==> config.mk <==
export PLATFORM = sky130hd
export DESIGN_NAME = sel_f2a_flat
export DESIGN_NICKNAME = d
export VERILOG_FILES = /design/src/rtl/sel_f2a_if.sv /design/src/rtl/sel_f2a.sv /design/src/flat_wrapper.sv
export SDC_FILE = /design/constraint.sdc
export NUM_CORES = 1
export LEC_CHECK = 0
export BUFFER_PORTS_ARGS = -buffer_cell sky130_fd_sc_hd__buf_2
export CAP_MARGIN = 20
export CORE_UTILIZATION = 54
export CTS_BUF_LIST = sky130_fd_sc_hd__clkbuf_4
export DETAILED_ROUTE_END_ITERATION = 10
export PLACE_DENSITY = 0.87
export SLEW_MARGIN = 15
export SYNTH_ARGS = -nofsm -noshare
export SYNTH_HDL_FRONTEND = slang
export SYNTH_SLANG_ARGS = --single-unit
==> constraint.sdc <==
create_clock -name clk_i -period 2.6 [get_ports clk_i]
set_clock_uncertainty 0.2 [all_clocks]
set_input_delay 0.13 -clock clk_i [delete_from_list [all_inputs] [get_ports clk_i]]
set_output_delay 0.13 -clock clk_i [all_outputs]
set_load 0.05 [all_outputs]
==> src/rtl/sel_f2a_if.sv <==
// Host-to-FPGA selector bus: FTDI receive side, TX IQ FIFO, ECPU inbound FIFO and status.
`timescale 1ns/1ps
interface sel_f2a_if #(
  parameter int FT_DATA_WIDTH = 32,
  parameter int IQ_PAIR_WIDTH = 24
);
  logic [FT_DATA_WIDTH-1:0] data_i;
  logic                     empty_i;
  logic                     re_o;
  logic [IQ_PAIR_WIDTH-1:0] fifo_data_o;
  logic                     fifo_we_o;
  logic                     fifo_afull_i;
  logic [FT_DATA_WIDTH-1:0] cpu_data_o;
  logic                     cpu_we_o;
  logic                     cpu_afull_i;
  logic [3:0]               cpu_blkcnt_o;
  logic [7:0]               err_cnt_o;
  logic                     busy_o;

  // The selector drives the read strobe, sink writes and status.
  modport master (
    input  data_i, empty_i, fifo_afull_i, cpu_afull_i,
    output re_o, fifo_data_o, fifo_we_o, cpu_data_o, cpu_we_o,
           cpu_blkcnt_o, err_cnt_o, busy_o
  );

  modport slave (
    output data_i, empty_i, fifo_afull_i, cpu_afull_i,
    input  re_o, fifo_data_o, fifo_we_o, cpu_data_o, cpu_we_o,
           cpu_blkcnt_o, err_cnt_o, busy_o
  );
endinterface

==> src/rtl/sel_f2a.sv <==
// Parses one-word packet headers from the FTDI receive path and routes payload words
// to the TX IQ FIFO (unpacked to {Q,I}) or the ECPU inbound FIFO; unknown types are drained.
`timescale 1ns/1ps
module sel_f2a #(
  parameter int FT_DATA_WIDTH    = 32,
  parameter int IQ_PAIR_WIDTH    = 24,
  parameter int QSTART_BIT_INDEX = 16
) (
  input logic       clk_i,
  input logic       reset,
  sel_f2a_if.master bus
);
  localparam int HALF_W = IQ_PAIR_WIDTH / 2;

  typedef enum logic [3:0] {
    ST_IDLE  = 4'b0001,
    ST_FIFO  = 4'b0010,
    ST_CPU   = 4'b0100,
    ST_DRAIN = 4'b1000
  } state_t;

  state_t                   state;
  logic [15:0]              remain;
  logic [3:0]               blkcnt;
  logic [7:0]               err_cnt;

  logic                     rd_p0;
  logic                     last_p0;
  logic [1:0]               hdr_type_p0;
  logic [15:0]              hdr_len_p0;
  logic [IQ_PAIR_WIDTH-1:0] iq_pair_p0;

  logic                     fifo_we_p1;
  logic [IQ_PAIR_WIDTH-1:0] fifo_data_p1;
  logic                     cpu_we_p1;
  logic [FT_DATA_WIDTH-1:0] cpu_data_p1;

  function automatic logic [7:0] sat_inc8(input logic [7:0] v);
    return (v == 8'hFF) ? v : v + 8'd1;
  endfunction

  // Stage p0: consume decision, header fields and IQ unpacking from the current word
  always_comb begin
    rd_p0 = 1'b0;
    if (!reset) begin
      case (state)
        ST_IDLE, ST_DRAIN: rd_p0 = ~bus.empty_i;
        ST_FIFO:           rd_p0 = ~bus.empty_i & ~bus.fifo_afull_i;
        ST_CPU:            rd_p0 = ~bus.empty_i & ~bus.cpu_afull_i;
        default:           rd_p0 = 1'b0;
      endcase
    end
  end

  assign last_p0     = (remain == 16'd0);
  assign hdr_type_p0 = bus.data_i[FT_DATA_WIDTH-1 -: 2];
  assign hdr_len_p0  = bus.data_i[15:0];
  assign iq_pair_p0  = {bus.data_i[QSTART_BIT_INDEX +: HALF_W], bus.data_i[0 +: HALF_W]};

  // Stage p1: registered sink writes, one cycle after the consuming read strobe
  always_ff @(posedge clk_i) begin
    if (reset) begin
      state        <= ST_IDLE;
      remain       <= 16'd0;
      blkcnt       <= 4'd0;
      err_cnt      <= 8'd0;
      fifo_we_p1   <= 1'b0;
      fifo_data_p1 <= '0;
      cpu_we_p1    <= 1'b0;
      cpu_data_p1  <= '0;
    end else begin
      fifo_we_p1 <= 1'b0;
      cpu_we_p1  <= 1'b0;
      if (rd_p0) begin
        case (state)
          ST_IDLE: begin
            remain <= hdr_len_p0;
            case (hdr_type_p0)
              2'b00:   state <= ST_FIFO;
              2'b01:   state <= ST_CPU;
              default: begin
                state   <= ST_DRAIN;
                err_cnt <= sat_inc8(err_cnt);
              end
            endcase
          end
          ST_FIFO: begin
            fifo_we_p1   <= 1'b1;
            fifo_data_p1 <= iq_pair_p0;
          end
          ST_CPU: begin
            cpu_we_p1   <= 1'b1;
            cpu_data_p1 <= bus.data_i;
          end
          default: ;
        endcase
        // Payload word accounting; the last word returns to idle on the same edge
        if (state != ST_IDLE) begin
          if (last_p0) begin
            state <= ST_IDLE;
            if (state == ST_CPU) blkcnt <= blkcnt + 4'd1;
          end else begin
            remain <= remain - 16'd1;
          end
        end
      end
    end
  end

  assign bus.re_o         = rd_p0;
  assign bus.fifo_we_o    = fifo_we_p1;
  assign bus.fifo_data_o  = fifo_data_p1;
  assign bus.cpu_we_o     = cpu_we_p1;
  assign bus.cpu_data_o   = cpu_data_p1;
  assign bus.cpu_blkcnt_o = blkcnt;
  assign bus.err_cnt_o    = err_cnt;
  assign bus.busy_o       = (state != ST_IDLE);
endmodule

==> src/flat_wrapper.sv <==
// flat-port wrapper written by rule: the top's interface ports become plain ports
module sel_f2a_flat 
#(
  parameter int FT_DATA_WIDTH    = 32,
  parameter int IQ_PAIR_WIDTH    = 24,
  parameter int QSTART_BIT_INDEX = 16
)
  (clk_i, reset, bus_data_i, bus_empty_i, bus_fifo_afull_i, bus_cpu_afull_i, bus_re_o, bus_fifo_data_o, bus_fifo_we_o, bus_cpu_data_o, bus_cpu_we_o, bus_cpu_blkcnt_o, bus_err_cnt_o, bus_busy_o);
  sel_f2a_if #(.FT_DATA_WIDTH(FT_DATA_WIDTH), .IQ_PAIR_WIDTH(IQ_PAIR_WIDTH)) bus_i ();
  input logic clk_i;
  input logic reset;
  input wire logic [$bits(bus_i.data_i)-1:0] bus_data_i;
  input wire logic [$bits(bus_i.empty_i)-1:0] bus_empty_i;
  input wire logic [$bits(bus_i.fifo_afull_i)-1:0] bus_fifo_afull_i;
  input wire logic [$bits(bus_i.cpu_afull_i)-1:0] bus_cpu_afull_i;
  output wire logic [$bits(bus_i.re_o)-1:0] bus_re_o;
  output wire logic [$bits(bus_i.fifo_data_o)-1:0] bus_fifo_data_o;
  output wire logic [$bits(bus_i.fifo_we_o)-1:0] bus_fifo_we_o;
  output wire logic [$bits(bus_i.cpu_data_o)-1:0] bus_cpu_data_o;
  output wire logic [$bits(bus_i.cpu_we_o)-1:0] bus_cpu_we_o;
  output wire logic [$bits(bus_i.cpu_blkcnt_o)-1:0] bus_cpu_blkcnt_o;
  output wire logic [$bits(bus_i.err_cnt_o)-1:0] bus_err_cnt_o;
  output wire logic [$bits(bus_i.busy_o)-1:0] bus_busy_o;
  assign bus_i.data_i = bus_data_i;
  assign bus_i.empty_i = bus_empty_i;
  assign bus_i.fifo_afull_i = bus_fifo_afull_i;
  assign bus_i.cpu_afull_i = bus_cpu_afull_i;
  assign bus_re_o = bus_i.re_o;
  assign bus_fifo_data_o = bus_i.fifo_data_o;
  assign bus_fifo_we_o = bus_i.fifo_we_o;
  assign bus_cpu_data_o = bus_i.cpu_data_o;
  assign bus_cpu_we_o = bus_i.cpu_we_o;
  assign bus_cpu_blkcnt_o = bus_i.cpu_blkcnt_o;
  assign bus_err_cnt_o = bus_i.err_cnt_o;
  assign bus_busy_o = bus_i.busy_o;
  sel_f2a #(.FT_DATA_WIDTH(FT_DATA_WIDTH), .IQ_PAIR_WIDTH(IQ_PAIR_WIDTH), .QSTART_BIT_INDEX(QSTART_BIT_INDEX)) u_core (.clk_i(clk_i), .reset(reset), .bus(bus_i));
endmodule
* After elaboration in Yosys (flattened, before gate mapping)
Index checks and enable logic that the tools add are counted.
Word-level totals: logic and storage cells 46, register bits after elaboration 90, bits of input ports 37
Operators by class: bitwise logic cells 8, reductions and logical operators 9, muxes and demuxes 11, add/sub/neg operators 3, eq/ne operators 7
Operators by type and width (number):
- 16-bit two-way mux | 3
- 16-bit zero test | 1
- 16-bit by 1-bit subtractor with 16-bit output (second input constant) | 1
- 4-bit two-way mux | 3
- 8-bit by 1-bit adder with 8-bit output (second input constant) | 1
- 8-bit equality test (second input constant) | 1
- 4-bit one-hot mux with 2 select lines | 1
- 4-bit AND reduction | 2
- 1-bit NOT | 6
- 2-bit OR reduction | 3
- 4-bit by 1-bit adder with 4-bit output (second input constant) | 1
- 4-bit by 1-bit equality test with 1-bit output (second input constant) | 1
- 4-bit by 2-bit equality test with 1-bit output (second input constant) | 1
- 4-bit by 3-bit equality test with 1-bit output (second input constant) | 1
- 4-bit equality test (second input constant) | 1
- 4-bit by 1-bit inequality test with 1-bit output (second input constant) | 1
- 2-bit AND reduction | 2
- 1-bit two-way mux | 3
- 1-bit one-hot mux with 3 select lines | 1
- 1-bit bitwise AND | 2
- 2-bit by 1-bit equality test with 1-bit output (second input constant) | 1
- 2-bit zero test | 1

* Longest topological paths before layout
Gate-level depths: netlist of run 1.
word-level depth 6, gate-level depth with buffers 8, mapped depth without buffers 7

* Least setup slack after synthesis of run 1
No wires, ideal clock.
path kind reg2reg, from register u_core.state[3], to register u_core.fifo_data_p1[10], in the netlist u_core.bus.fifo_data_o[10], period minus slack after synthesis 2351 ps, slack 249 ps, required time 2272 ps, data arrival time 2023 ps, path buffers 1, cell stages (with the launch flop) 7, path through dfxtp_1 -> inv_2 -> or4_4 -> a2111oi_4 -> buf_6 -> mux2i_1 -> nor2_1
Between the ends: longest elaborated chain between the ends 5
RTL lines:
- start, declared | line sel_f2a.sv:22 | state_t state;
- start signal, assigned | line sel_f2a.sv:63 | state <= ST_IDLE;
- start signal, assigned | line sel_f2a.sv:79 | 2'b00: state <= ST_FIFO;
- start signal, assigned | line sel_f2a.sv:80 | 2'b01: state <= ST_CPU;
- 4-bit equality test or 4-bit by 1-bit equality test with 1-bit output (tied branches) | line sel_f2a.sv:46 | case (state)
- 2-bit OR reduction | line sel_f2a.sv:46
- 1-bit one-hot mux with 3 select lines | line sel_f2a.sv:46
- 1-bit two-way mux | line sel_f2a.sv:45 | if (!reset) begin
- 2-bit AND reduction (no source line) *
- end signal, assigned | line sel_f2a.sv:89 | fifo_data_p1 <= iq_pair_p0;
- end, declared | line sel_f2a.sv:34 | logic [IQ_PAIR_WIDTH-1:0] fifo_data_p1;
Every way passes the cells marked *; elsewhere a longest branch is shown, timed or not. A chain may end at the register's enable or synchronous reset.

* Worst setup path after layout of run 1
from register u_core.state[3], to output port bus_re_o
Between the ends: longest elaborated chain between the ends 4
RTL lines:
- 4-bit equality test or 4-bit by 1-bit equality test with 1-bit output (tied branches) | line sel_f2a.sv:46
- 2-bit OR reduction | line sel_f2a.sv:46
- 1-bit one-hot mux with 3 select lines * | line sel_f2a.sv:46
- 1-bit two-way mux * | line sel_f2a.sv:45
- end, declared | line flat_wrapper.sv:16 | output wire logic [$bits(bus_i.re_o)-1:0] bus_re_o;
Marked as above.

==> metrics.json, run 1 <==
{
  "critical_path": {
    "regToRegSetupSlack_ns": 0.14,
    "timing.setup.critical_path_class": "flip-flop to output pin",
    "reg2reg_depth": 7,
    "worstPathArrival_ns": 2.18,
    "timing.critical_path.fanout_max": 13,
    "critical_path.endpoint_type": "output pin",
    "crit_required_ns": 2.27,
    "beginning_of_the_worst_register_to_register_path": "u_core.remain[1]$_SDFFE_PP0N_",
    "timing.critical_path.from_type": "flip-flop",
    "worst_r2r_endpoint": "u_core.remain[12]$_SDFFE_PP0N_"
  },
  "worst_hold_path": {
    "timing.hold.worst_endpoint": "u_core.state[2]$_SDFFE_PP0N_",
    "holdCritStartpoint": "bus_empty_i",
    "worstHoldPathType": "input port to flip-flop",
    "holdPathStages": 6
  },
  "logic_synthesis": {
    "synth-seq-area-share": 0.466,
    "async_reset_ff_frac": 0,
    "syn-instance-count": 459,
    "post_synth_num_cell_types": 53,
    "postSynthAreaPerCell_sq_um": 8.41,
    "syn_area_sq_mm": 0.00386,
    "syn-num-nets": 500,
    "synth-edff-count": 0,
    "synthesis.yosys.warnings": 0,
    "netlist_top_cells_count": "dfxtp_1, nand2_1, a21oi_1",
    "yosysTopAreaCellShare": 0.466,
    "yosys-top-cells-area": "dfxtp_1, nand2_1, a21oi_1",
    "synthFlopType": "dfxtp_1",
    "yosys_register_bits": 90,
    "netlist.top_cell.by_area": "dfxtp_1",
    "most_common_cell_in_the_netlist": "dfxtp_1"
  },
  "clock_network": {
    "clock_tree.buffer_depth": 2,
    "cts_tree": "done",
    "htree_num_levels": 3,
    "cts_made_buffers": 9,
    "cts_setup_buffers": 0,
    "clk_pin_slew_ns": 0.15,
    "root_buffer": "clkbuf_4",
    "cts.sinks": 90,
    "clock_insertion_delay_worst_skew_ns": 0.46
  },
  "final_layout": {
    "flow.area_growth_from_synthesis_pct": 29.4,
    "fin_area_sq_mm": 0.00500,
    "multiInputGateArea_sq_mm": 0.00192,
    "n_antenna_cell": 0,
    "sequential_cell_area_sq_mm": 0.00181,
    "finalCoreUtilization": 0.728,
    "final.fill_count": 510,
    "nNetsFinal": 635,
    "drive_gt1_frac": 0.255
  },
  "timing": {
    "final-hold-violation-count": 0,
    "finalSetupViolations": 0,
    "rsz0062_at_grt": "yes",
    "setup_slack_after_layout_ns": 0.0903,
    "worstMarginPinSlew_ns": 0.865,
    "layout_worst_path_cycle_share": 0.965,
    "timing.final.crit_period_ns": 2.51,
    "timing.slew.headroom": 0.423,
    "slew_violations": 0,
    "max_freq_ghz": 0.398,
    "post_route_hold_slack_ns": 0.0449,
    "fin_setup_tns_ns": 0
  },
  "floorplan": {
    "floorplan.die_area_sq_mm": 0.00750,
    "core_area_sq_mm": 0.00687,
    "die_w_um": 86.6,
    "initial_utilization": 0.562,
    "die_h_um": 86.6,
    "fp-row-count": 30,
    "ports": 109
  },
  "route": {
    "total_routed_wirelength_um": 11400,
    "initialDrtViolationCount": 368,
    "detail_route.first_pass.iterations": 5,
    "route.vias.total": 4025,
    "post_drt_wl_per_cell_um": 16.4,
    "route.detailed.drc": 0,
    "drt.antenna.violating_nets": 0,
    "avgViaCountPerCell": 5.79
  },
  "run": {
    "drv.max_cap_violation_count": 0
  },
  "placement": {
    "globalplace.congestion": 0.916,
    "placed_cell_area_sq_mm": 0.00449,
    "port-buffer-count": 108,
    "dpl.hpwl_um": 7060,
    "detailedPlace.worstSlack_ns": 0.0775
  },
  "power": {
    "p_leak_nw": 2.04,
    "power_per_cell_area_mw_per_mm2": 604,
    "worst_ir_drop_vdd_mv": 0.393
  },
  "grt": {
    "globalRoute.totalOverflow": 0,
    "largest_net_degree_at_the_start_of_global_routing": 88,
    "first_pass_grt_wire_length_um": 18300,
    "track_usage": 0.313,
    "grt_antenna_before_repair": 0,
    "first_global_vias": 3906
  },
  "run_status": {
    "outcome": "complete, no violations"
  }
}
## registers in the layout (all words and copies together), names as in the netlist
signal	cells
u_core.bus.cpu_data_o	32
u_core.bus.fifo_data_o	24
u_core.remain	16
u_core.bus.err_cnt_o	8
u_core.bus.cpu_blkcnt_o	4
u_core.state	4
u_core.bus.cpu_we_o	1
u_core.bus.fifo_we_o	1
## kinds of logic (layout without fill, tap and decap cells)
| group | count (synthesis) | after routing | share of synthesized area |
|---|---|---|---|
| flops | 90 | 90 | 0.466 |
| mux | 25 | 25 | 0.0648 |
| buf+inv | 41 | 181 | 0.0444 |
| xor+xnor | 9 | 9 | 0.0204 |
| fa+ha+maj | 4 | 4 | 0.0130 |
| compound gates | 103 | 103 | 0.167 |
| simple gates | 187 | 187 | 0.224 |
## per-layer routing
layer	wire length, um	vias to the layer above	GRT usage
met5	0	-	0
met4	318	0	0.129
met3	867	35	0.0810
met2	5630	209	0.535
met1	4580	1894	0.374
li1	-	1887	-
## critical path: stages, from the launching register on
cell and delay [ns]:
dfxtp_2 0.42, inv_2 0.06, or4_4 0.57, a21o_1 0.25, inv_2 0.21, buf_4 0.24
## metrics by stage
step	total power, W	std cells
2_1_floorplan	0.00197	459
3_3_place_gp	0.00218	645
3_5_place_dp	0.00220	645
4_1_cts	0.00298	695
5_1_grt	0.00316	695
6_report	0.00302	695
## cells in the final DEF, fill, tap and decap left out, types with 3 or more instances in the layout
| cell type | count |
|---|---|
| xnor2_1 | 7 |
| dfxtp_2 | 3 |
| nand2_1 | 74 |
| nand2b_1 | 4 |
| nor3_1 | 11 |
| inv_6 | 3 |
| buf_2 | 107 |
| clkbuf_4 | 9 |
| dlygate4sd3_1 | 34 |
| ha_1 | 4 |
| buf_4 | 14 |
| o21ai_0 | 14 |
| or3_1 | 5 |
| dfxtp_1 | 87 |
| a21oi_1 | 53 |
| or4_1 | 4 |
| a22oi_1 | 4 |
| mux2i_1 | 25 |
| nor4_1 | 6 |
| nand4_1 | 5 |
| a31oi_1 | 4 |
| inv_1 | 8 |
| nor2_1 | 52 |
| nand3_1 | 8 |
## final cells by class
cell class | count | share of cell area
clock inverter | 7 | 0.0130
inverter | 10 | 0.00751
multi-input combinational | 328 | 0.384
sequential | 90 | 0.361
timing repair buffer | 155 | 0.196
tap | 96 | 0.0240
clock buffer | 9 | 0.0135
## how the worst max path moves through the flow
stage	startpoint	to
after detailed placement	u_core.remain[1]$_SDFFE_PP0N_	u_core.remain[14]$_SDFFE_PP0N_
final	u_core.state[3]$_SDFFE_PP0N_	bus_re_o
after CTS	u_core.state[3]$_SDFFE_PP0N_	bus_re_o
after global placement	u_core.remain[1]$_SDFFE_PP0N_	u_core.remain[12]$_SDFFE_PP0N_
after global routing	u_core.remain[1]$_SDFFE_PP0N_	u_core.remain[12]$_SDFFE_PP0N_
after floorplan	u_core.state[3]$_SDFFE_PP0N_	u_core.bus.fifo_data_o[10]$_SDFFE_PP0P_
## timing repair
item | 4_1_cts | 5_1_grt
gates resized for setup | 4 | 5
hold buffers | 34 | 0
endpoints found under the hold margin | 76 | 0
endpoints found under the setup margin | 1 | 6
pin swaps | 0 | 0
## where the power goes
group | switching, W | leakage (nW) | internal (W)
registers | 0.0000579 | 0.728 | 0.00142
clock network | 0.000537 | 0.0714 | 0.000222
logic | 0.000474 | 1.24 | 0.000309
total | 0.00107 | 2.04 | 0.00195
No activity file was read; power rests on OpenSTA's default activity.
==> run 2, diff against run 1 <==
CORE_ASPECT_RATIO = 1.75   (was not set)
SLEW_MARGIN = not set   (was 15)
==> metrics.json, run 2 (same netlist as run 1, synthesis figures left out) <==
{
  "run_status": {
    "outcome": "complete, no violations"
  },
  "critical_path": {
    "timing.critical_path.from_type": "flip-flop",
    "timing.setup.critical_path_class": "flip-flop to output pin",
    "crit_path_cell_trace": "inv_2 -> or4_4 -> a21o_1 -> inv_2 -> buf_4",
    "timing.critical_path.max_delay_family": "simple AND/OR/NAND/NOR gates",
    "worstPathArrival_ns": 2.15,
    "timing.critical_path.fanout_max": 13,
    "crit_top_cell": "inv_2",
    "regToRegSetupSlack_ns": 0.23,
    "worst_path_max_delay_cell": "or4_4",
    "critical_path.endpoint_type": "output pin",
    "critical_path.max_stage_delay_ns": 0.57,
    "crit_required_ns": 2.27,
    "critical_path_buf_inv_count": 3
  },
  "timing": {
    "timing.final.crit_period_ns": 2.48,
    "max_freq_ghz": 0.403,
    "fin_setup_tns_ns": 0,
    "worstMarginPinSlew_ns": 0.713,
    "rsz0062_at_grt": "no",
    "timing.slew.headroom": 0.524,
    "finalSetupViolations": 0,
    "layout_worst_path_cycle_share": 0.955,
    "final-hold-violation-count": 0,
    "post_route_hold_slack_ns": 0.262,
    "slew_violations": 0
  },
  "floorplan": {
    "ports": 109,
    "fp-row-count": 40,
    "die_h_um": 114,
    "floorplan.die_area_sq_mm": 0.00751,
    "core_area_sq_mm": 0.00691,
    "initial_utilization": 0.559,
    "die_w_um": 65.9
  },
  "power": {
    "int_power_w": 0.00226,
    "worst_ir_drop_vdd_mv": 0.482,
    "power.combinational.fraction": 0.241,
    "power_per_cell_area_mw_per_mm2": 642,
    "clock_power_share": 0.307,
    "p_sw_w": 0.00101,
    "netSwitchingFraction": 0.308,
    "power.sequential.fraction": 0.452,
    "p_leak_nw": 2.09
  },
  "grt": {
    "first_global_vias": 4022,
    "grt_antenna_before_repair": 1,
    "first_pass_grt_wire_length_um": 18500,
    "largest_net_degree_at_the_start_of_global_routing": 72,
    "track_usage": 0.322,
    "globalRoute.totalOverflow": 0
  },
  "clock_network": {
    "cts_setup_buffers": 0,
    "cts_tree": "done",
    "htree_num_levels": 3,
    "clock_tree.buffer_depth": 2,
    "clk_pin_slew_ns": 0.14,
    "cts_made_buffers": 9,
    "clock_insertion_delay_worst_skew_ns": 0.45,
    "root_buffer": "clkbuf_4",
    "cts.sinks": 90
  },
  "route": {
    "drt.antenna.violating_nets": 0,
    "initialDrtViolationCount": 265,
    "avgViaCountPerCell": 5.81,
    "detail_route.first_pass.iterations": 4,
    "route.vias.total": 4004,
    "route.detailed.drc": 0,
    "post_drt_wl_per_cell_um": 16.8,
    "total_routed_wirelength_um": 11600
  },
  "final_layout": {
    "most_frequent_standard_cell_in_the_layout_excluding_fill_and_tap_cells": "buf_2",
    "largest_register_ffs": 32,
    "drive_gt1_frac": 0.257,
    "final_cell_mix": "buf_2, dfxtp_1, nand2_1",
    "final.fill_count": 503,
    "finalCoreUtilization": 0.737,
    "nNetsFinal": 640,
    "flow.area_growth_from_synthesis_pct": 31.8
  },
  "placement": {
    "port-buffer-count": 108,
    "globalplace.congestion": 0.899,
    "dpl.hpwl_um": 7440
  },
  "run": {
    "drv.max_cap_violation_count": 0
  },
  "worst_hold_path": {
    "worstHoldPathType": "flip-flop to flip-flop"
  }
}
## run 2: changes by cell type in the layout (fill, tap and decap cells not counted), sizes merged
cell	delta
bufinv	+3
clkinvlp	-1
clkbuf	+2
clkinv	-1
inv	-3
buf	+4
diode	+1
dlygate4sd3	+1
## run 2: worst min-delay path: stages, from the launching register on
cell and delay, ns:
dfxtp_1 0.33, nand2_1 0.05, a21oi_1 0.05
## run 2: through the flow
step | worst slack [ns] | power, W | area, sq um | cells
2_1_floorplan | 0.249 | 0.00197 | 3860 | 459
3_3_place_gp | 0.246 | 0.00220 | 4520 | 637
3_5_place_dp | 0.194 | 0.00222 | 4520 | 637
4_1_cts | 0.0151 | 0.00325 | 5070 | 688
5_1_grt | 0.0377 | 0.00340 | 5090 | 689
6_report | 0.117 | 0.00327 | 5090 | 689
## run 2: worst paths after layout
check,startpoint,to,cells after the start
worst max-delay path,u_core.state[3]$_SDFFE_PP0N_,bus_re_o,5
worst min-delay path,u_core.bus.cpu_data_o[8]$_SDFFE_PP0P_,u_core.bus.cpu_data_o[8]$_SDFFE_PP0P_,2
worst max register to register,u_core.state[2]$_SDFFE_PP0N_,u_core.bus.fifo_data_o[21]$_SDFFE_PP0P_,6
worst min register to register,u_core.bus.cpu_data_o[8]$_SDFFE_PP0P_,u_core.bus.cpu_data_o[8]$_SDFFE_PP0P_,2
## run 2: final cells by class
cell class	instances	area (sq um)	area share
clock buffer	11	82.6	0.0162
sequential	90	1800	0.354
timing repair buffer	160	1030	0.203
tap	84	105	0.0206
multi-input combinational	328	1920	0.376
clock inverter	5	110	0.0216
antenna	1	2.50	0.000492
inverter	10	37.5	0.00737
## run 2: power groups by stage
stage | clock network, W | registers (W) | logic (W)
floorplan | 0 | 0.00149 | 0.000481
global placement | 0 | 0.00150 | 0.000697
detailed placement | 0 | 0.00150 | 0.000714
CTS | 0.00101 | 0.00147 | 0.000762
global route | 0.00105 | 0.00148 | 0.000864
finish | 0.00100 | 0.00148 | 0.000788
## run 2: timing repair
action / CTS / global route
gates resized for setup: 2 / 5
hold buffers: 35 / 0
endpoints found under the hold margin: 82 / 0
setup endpoints to repair: 1 / 3
cloned: 0 / 0
## run 2: layer usage
layer,GRT usage,share of wire
met4,0.211,0.051
met2,0.571,0.54
met1,0.334,0.36
met5,0,0
met3,0.0620,0.051
